File: src/rtl/ifid_elastic_stage.sv
// ifid_elastic_stage: elastic IF/ID stage with head/skid registers, flush and sliced decode fields.
// Define IFID_SKID_EN for the 2-entry registered-ready variant; otherwise 1 entry with combinational ready.
module ifid_elastic_stage #(
  parameter int          AW       = 32,
  parameter logic [31:0] NOP_WORD = 32'h0000_0000
) (
  input  logic          CLK,
  input  logic          CLR_N,
  input  logic          FLUSH,
  input  logic          IN_VALID,
  output logic          IN_READY,
  input  logic [31:0]   INSTR_IN,
  input  logic [AW-1:0] PC_IN,
  output logic          OUT_VALID,
  input  logic          OUT_READY,
  output logic [31:0]   INSTR_OUT,
  output logic [AW-1:0] PC_OUT,
  output logic [3:0]    COND_OUT,
  output logic [2:0]    TYPE_OUT,
  output logic [3:0]    RN_OUT,
  output logic [3:0]    RD_OUT,
  output logic [3:0]    RM_OUT,
  output logic [11:0]   SHIFT_OUT,
  output logic [23:0]   OFFSET_OUT,
  output logic [1:0]    OCCUPANCY
);
  logic          h_valid;
  logic [31:0]   h_instr;
  logic [AW-1:0] h_pc;
  logic          accept, pop;
  assign accept = IN_VALID && IN_READY;
  assign pop    = h_valid && OUT_READY;
`ifdef IFID_SKID_EN
  logic          s_valid;
  logic [31:0]   s_instr;
  logic [AW-1:0] s_pc;
  assign IN_READY  = !s_valid;
  assign OCCUPANCY = {h_valid && s_valid, h_valid ^ s_valid};
  always_ff @(posedge CLK or negedge CLR_N) begin
    if (!CLR_N) begin
      h_valid <= 1'b0;
      h_instr <= '0;
      h_pc    <= '0;
      s_valid <= 1'b0;
      s_instr <= '0;
      s_pc    <= '0;
    end else if (FLUSH) begin
      h_valid <= 1'b0;
      s_valid <= 1'b0;
    end else if (pop && s_valid) begin
      h_valid <= 1'b1;
      h_instr <= s_instr;
      h_pc    <= s_pc;
      s_valid <= 1'b0;
    end else if (pop || !h_valid) begin
      // covers the accept-while-popping case: the new entry replaces H directly
      h_valid <= accept;
      if (accept) begin
        h_instr <= INSTR_IN;
        h_pc    <= PC_IN;
      end
    end else if (accept) begin
      s_valid <= 1'b1;
      s_instr <= INSTR_IN;
      s_pc    <= PC_IN;
    end
  end
`else
  assign IN_READY  = !h_valid || OUT_READY;
  assign OCCUPANCY = {1'b0, h_valid};
  always_ff @(posedge CLK or negedge CLR_N) begin
    if (!CLR_N) begin
      h_valid <= 1'b0;
      h_instr <= '0;
      h_pc    <= '0;
    end else if (FLUSH) begin
      h_valid <= 1'b0;
    end else if (pop || !h_valid) begin
      h_valid <= accept;
      if (accept) begin
        h_instr <= INSTR_IN;
        h_pc    <= PC_IN;
      end
    end
  end
`endif
  assign OUT_VALID  = h_valid;
  assign INSTR_OUT  = h_valid ? h_instr : NOP_WORD;
  assign PC_OUT     = h_valid ? h_pc : '0;
  assign COND_OUT   = INSTR_OUT[31:28];
  assign TYPE_OUT   = INSTR_OUT[27:25];
  assign RN_OUT     = INSTR_OUT[19:16];
  assign RD_OUT     = INSTR_OUT[15:12];
  assign RM_OUT     = INSTR_OUT[3:0];
  assign SHIFT_OUT  = INSTR_OUT[11:0];
  assign OFFSET_OUT = INSTR_OUT[23:0];
endmodule

File: config.mk
export PLATFORM = sky130hd
export DESIGN_NAME = ifid_elastic_stage
export DESIGN_NICKNAME = d
export VERILOG_FILES = /design/src/rtl/ifid_elastic_stage.sv
export SDC_FILE = /design/constraint.sdc
export NUM_CORES = 1
export LEC_CHECK = 0
export BUFFER_PORTS_ARGS = -buffer_cell sky130_fd_sc_hd__buf_2
export CAP_MARGIN = 20
export CORE_ASPECT_RATIO = 0.5
export CORE_MARGIN = 2
export CORE_UTILIZATION = 49
export DETAILED_ROUTE_END_ITERATION = 12
export PLACE_DENSITY = 0.91
export SYNTH_ARGS = -nofsm -noshare
export SYNTH_HDL_FRONTEND = slang
export SYNTH_SLANG_ARGS = --single-unit
File: constraint.sdc
create_clock -name CLK -period 2.3 [get_ports CLK]
set_clock_uncertainty 0.15 [all_clocks]
set_input_delay 0.115 -clock CLK [delete_from_list [all_inputs] [get_ports CLK]]
set_output_delay 0.115 -clock CLK [all_outputs]
set_load 0.005 [all_outputs]
==> results.py, run 1 <==
metrics = {
    "worst_setup_path": {
        "crit_type": "reg2out",
        "cp-start-kind": "flop",
        "crit_fanout": 66,
        "max_stage_delay_ns": 0.45,
        "crit_chain": "buf_4, and2_1, buf_2",
        "arrival_ns": 1.55,
        "end_kind": "output pin",
        "cp_data_required_time_ns": 2.04,
        "critical_path.slowest_cell": "buf_4",
    },
    "drt": {
        "wirelength_mm": 9.69,
        "firstDrtPassIters": 4,
        "avgRoutedWirePerCell_um": 17.0,
        "viasPerCell": 4.70,
        "vias": 2681,
        "ant_nets": 0,
        "remaining_drc_errors": 0,
        "drt_iter0_markers": 148,
    },
    "clocking": {
        "numCtsBuffers": 9,
        "htreeDepth": 3,
        "tritoncts": "built",
        "cts_sinks": 65,
        "cts_resized": 0,
        "clkLatencyLatePin_ns": 0.32,
        "cts-root-buf": "clkbuf_16",
        "clockBufferDepth": 2,
        "clk_pin_slew_ns": 0.05,
    },
    "place": {
        "place_congestion": 0.777,
        "dp_cells": 489,
        "dp_hpwl_mm": 5.28,
        "place_area_sq_mm": 0.00415,
        "portBuffers": 190,
    },
    "layout": {
        "syn_to_final_growth_pct": 42.1,
        "drive_gt1_frac": 0.577,
        "stdcell_count": 571,
        "diodes": 0,
        "utilization": 0.709,
        "nets": 540,
        "final_cell_area_sq_mm": 0.00511,
    },
    "flow_run": {
        "cap_violations": 0,
    },
    "power": {
        "power_leakage_uw": 0.00277,
        "ir_drop_v": 0.000420,
        "p_total_uw": 3670,
        "power_density_mw_per_mm2": 717,
    },
    "global_routing": {
        "grt_max_degree": 67,
        "grt_pass1_vias": 2841,
        "grt_pass1_wl_mm": 14.8,
        "globalRouteOverflowTotal": 0,
        "gr-usage-all-layers": 0.238,
        "antenna_found_initial": 0,
    },
    "floorplan": {
        "ios": 192,
        "dieHeight_um": 64.6,
        "initial_core_util": 0.499,
        "core_sq_mm": 0.00721,
        "die_w_um": 125,
        "row_count": 22,
        "design.die.area_sq_mm": 0.00809,
    },
    "sta": {
        "report.final.slew_viol_count": 0,
        "period_minus_slack_ns": 1.82,
        "rsz0062_at_grt": "no",
        "max_freq_mhz": 550,
        "hold_viol": 0,
        "post-route-period-util": 0.790,
        "finalSetupViolations": 0,
        "tightest_slew_ns": 0.613,
        "setup_tns_ns": 0,
        "timing.slew.headroom": 0.591,
    },
    "synth": {
        "synth_area_sq_mm": 0.00360,
        "ys_warn_count": 0,
        "ys_types": 13,
        "synthCells": 270,
        "ys_seq_elements": 65,
        "syn_nets": 339,
        "postSynthAreaPerCell_sq_um": 13.3,
        "ys_seq_area_frac": 0.452,
    },
    "outcome": {
        "outcome": "complete, no violations",
    },
    "min_path": {
        "hp-class": "in2async",
    },
}
kinds of logic (layout without fill, tap and decap cells):
| kind of cell | count (synthesis) | in the layout | share of synthesized area |
|---|---|---|---|
| buf+inv | 72 | 277 | 0.164 |
| simple gates | 68 | 68 | 0.121 |
| flops | 65 | 65 | 0.452 |
| mux | 64 | 64 | 0.263 |
| other cells | 1 | 1 | 0.00104 |
report_power, final:
group	switching (uW)	leakage (uW)	internal [uW]
clock network	486	0.000148	888
logic	299	0.00186	539
registers	114	0.000765	1340
timing repair:
item | CTS | global route
buffers inserted | 0 | 0
hold buffers | 67 | 0
setup endpoints to repair | 0 | 0
hold endpoints to repair | 90 | 0
cells in the final DEF (no fill, tap or decap):
cell,netlist,routed
buf_2,0,190
dlygate4sd3_1,0,67
dfrtp_1,65,65
and2_1,64,64
mux2_4,60,60
clkbuf_16,0,9
mux2_2,4,4
nor2_1,2,2
clkinv_2,0,2
clkbuf_8,0,2
buf_12,6,2
buf_4,57,2
nor2b_4,1,1
inv_1,1,1
nor3b_4,0,1
conb_1,1,1
clkbuf_1,7,1
bufinv_16,0,1
critical path: cells and delay by family (launching register included):
family | cells | cell delay (ns)
flops | 1 | 0.35
simple gates | 1 | 0.26
buf+inv | 2 | 0.60
Yosys cell counts:
master / n / area share
and2_1: 64 / 0.11
buf_12: 6 / 0.033
buf_4: 57 / 0.12
buf_6: 1 / 0.0031
clkbuf_1: 7 / 0.0073
conb_1: 1 / 0.0010
dfrtp_1: 65 / 0.45
inv_1: 1 / 0.0010
mux2_2: 4 / 0.013
mux2_4: 60 / 0.25
nor2_1: 2 / 0.0021
nor2b_4: 1 / 0.0038
nor3b_2: 1 / 0.0035
stage by stage:
stage	hold slack (ns)	setup slack, ns
final	0.197	0.483
after global routing	0.255	0.381
after CTS	0.199	0.514
after detailed placement	0.00745	0.569
after global placement	0.00733	0.605
after floorplan	-0.331	0.685
area by class of cell:
class                   instances  area (sq um)
fillers                       480          2100
repair buffers                261          1680
flip-flops and latches         65          1630
multi-input cells             133          1390
clock buffers                  12           256
well taps                      96           120
clock inverters                 3          40.0
inverters                       1          3.75
metal layers:
metal  vias to the layer above  part of all wire  GRT usage
met3                        30             0.045     0.0619
met4                         0             0.033      0.100
met5                         -                 0          0
met1                      1326              0.37      0.244
li1                       1212                 -          -
met2                       113              0.55      0.467
registers in the layout, summed over array words and instances, names as in the netlist:
signal,flops
OUT_VALID,1
h_instr,32
h_pc,32
worst paths after layout:
path	endpoint	from	depth (start not counted)	slack, ns
max	OFFSET_OUT[11]	OUT_VALID	3	0.48
min reg2reg	h_instr[13]	h_instr[13]	1	0.35
min in group CLK	h_instr[13]	h_instr[13]	1	0.35
max in group asynchronous	OUT_VALID	CLR_N	3	1.16
min	h_instr[4]	CLR_N	2	0.20
max reg2reg	h_pc[2]	OUT_VALID	4	0.52
No activity file was read; power rests on OpenSTA's default activity.
==> inputs of run 2 (changes only) <==
--- a/config.mk
+++ b/config.mk
@@ -9,9 +9,9 @@
 export CAP_MARGIN = 20
 export CORE_ASPECT_RATIO = 0.5
 export CORE_MARGIN = 2
-export CORE_UTILIZATION = 49
+export CORE_UTILIZATION = 41
 export DETAILED_ROUTE_END_ITERATION = 12
-export PLACE_DENSITY = 0.91
+export PLACE_DENSITY = 0.82
 export SYNTH_ARGS = -nofsm -noshare
 export SYNTH_HDL_FRONTEND = slang
 export SYNTH_SLANG_ARGS = --single-unit
==> constraint.sdc (replaced) <==
create_clock -name CLK -period 1.6 [get_ports CLK]
set_clock_uncertainty 0.15 [all_clocks]
set_input_delay 0.08 -clock CLK [delete_from_list [all_inputs] [get_ports CLK]]
set_output_delay 0.08 -clock CLK [all_outputs]
set_load 0.005 [all_outputs]
==> results.py, run 2 (synthesized netlist as in run 1, its figures left out) <==
metrics = {
    "clocking": {
        "clk_pin_slew_ns": 0.05,
        "clockBufferDepth": 2,
        "numCtsBuffers": 9,
        "htreeDepth": 3,
        "clkLatencyLatePin_ns": 0.33,
        "tritoncts": "built",
        "cts_sinks": 65,
        "cts-root-buf": "clkbuf_16",
    },
    "global_routing": {
        "antenna_found_initial": 0,
        "gr-usage-all-layers": 0.211,
        "grt_max_degree": 67,
        "grt_pass1_vias": 3027,
        "globalRouteOverflowTotal": 0,
        "grt_pass1_wl_mm": 15.3,
    },
    "floorplan": {
        "core_sq_mm": 0.00862,
        "initial_core_util": 0.418,
        "ios": 192,
        "die_w_um": 137,
        "dieHeight_um": 70.3,
        "design.die.area_sq_mm": 0.00959,
        "row_count": 24,
    },
    "sta": {
        "period_minus_slack_ns": 1.69,
        "max_freq_mhz": 592,
        "hold_slack_ns": 0.0427,
        "finalSetupViolations": 63,
        "rsz0062_at_grt": "yes",
        "post-route-period-util": 1.06,
        "fin_ws_ns": -0.0906,
        "hold_viol": 0,
        "setup_tns_ns": -4.06,
        "report.final.slew_viol_count": 0,
    },
    "worst_setup_path": {
        "r2r_slack_ns": -0.09,
        "cp_data_required_time_ns": 1.66,
        "crit_type": "reg2reg",
        "rr_startpoint": "OUT_VALID",
        "r2r-end": "h_instr[15]",
        "r2r_cells": 5,
        "cp-start-kind": "flop",
        "arrival_ns": 1.75,
        "end_kind": "flop",
        "crit_fanout": 9,
    },
    "layout": {
        "nets": 554,
        "stdcell_count": 607,
        "syn_to_final_growth_pct": 48.6,
        "layout_common_cells": "190 x buf_2, 67 x dlygate4sd3_1, 65 x dfrtp_1",
        "drive_gt1_frac": 0.622,
        "final_common_cell": "buf_2",
        "diodes": 0,
    },
    "drt": {
        "remaining_drc_errors": 0,
        "drt_iter0_markers": 115,
        "vias": 2765,
        "avgRoutedWirePerCell_um": 16.5,
        "firstDrtPassIters": 4,
        "ant_nets": 0,
        "wirelength_mm": 10.0,
        "viasPerCell": 4.56,
    },
    "outcome": {
        "failed_checks": "negative setup slack",
        "outcome": "finished, violations left",
    },
    "min_path": {
        "min_to": "OUT_VALID",
        "min_from": "OUT_READY",
        "worstHoldPathCells": 5,
        "hp-class": "in2reg",
    },
    "flow_run": {
        "cap_violations": 0,
    },
    "place": {
        "portBuffers": 190,
        "dp_cells": 521,
        "dp_hpwl_mm": 5.87,
        "place_congestion": 0.806,
    },
    "power": {
        "p_total_uw": 5210,
        "power_density_mw_per_mm2": 973,
        "ir_drop_v": 0.000597,
        "power_leakage_uw": 0.00289,
    },
}
## run 2: cell count changes in the layout (fill, tap and decap cells not counted), sizes merged
cell / change
buf: +12
bufinv: -1
clkbuf: +3
clkinv: +1
## run 2: worst max path at each step
stage / startpoint / end / slack (ns) / cells past startpoint
global placement: OUT_VALID / h_instr[5] / -0.01 / 5
CTS: OUT_VALID / h_pc[13] / -0.08 / 5
floorplan: OUT_VALID / h_instr[0] / -0.01 / 5
global route: OUT_VALID / h_instr[15] / -0.13 / 5
finish: OUT_VALID / h_instr[15] / -0.09 / 5
detailed placement: OUT_VALID / h_pc[13] / -0.04 / 5
## run 2: critical path, stage by stage, from the launching register on
cell and delay [ns]:
dfrtp_1 0.40, nor2b_4 0.15, nor3b_4 0.20, buf_6 0.18
clkbuf_16 0.19, mux2_4 0.30
## run 2: final cells by class
type,count,area [sq um]
Fill cell,643,3270
Timing Repair Buffer,275,1870
Sequential cell,65,1630
Multi-Input combinational cell,133,1430
Clock buffer,13,260
Tap cell,117,146
Clock inverter,3,15.0
Inverter,1,3.75
## run 2: power by group
group	switching [uW]	leakage, uW	internal (uW)	total [uW]
Clock	686	0.000139	1120	1810
Combinational	454	0.00198	848	1300
Sequential	168	0.000765	1930	2090
## run 2: stage by stage
stage,cell area (sq um),setup WS [ns],utilization
global route,5350,-0.127,0.621
detailed placement,4280,-0.0429,0.497
finish,5350,-0.0906,0.621
CTS,5240,-0.0845,0.608
floorplan,3600,-0.0149,-
global placement,4280,-0.00988,0.497
## run 2: timing repair
action                                  4_1_cts  5_1_grt
gates cloned                                  0        2
resized for setup                             3       20
endpoints found under the setup margin      166      163
hold buffers                                 67        0
hold endpoints to repair                    130        0
pin swaps                                     0        0
buffers inserted                              0        1
## run 2: metal layers
layer | vias to the layer above | wire, um | global-route usage
met5 | - | 0 | 0
met4 | 0 | 401 | 0.118
met3 | 40 | 412 | 0.0595
li1 | 1248 | - | -
met2 | 99 | 5400 | 0.377
met1 | 1378 | 3830 | 0.224
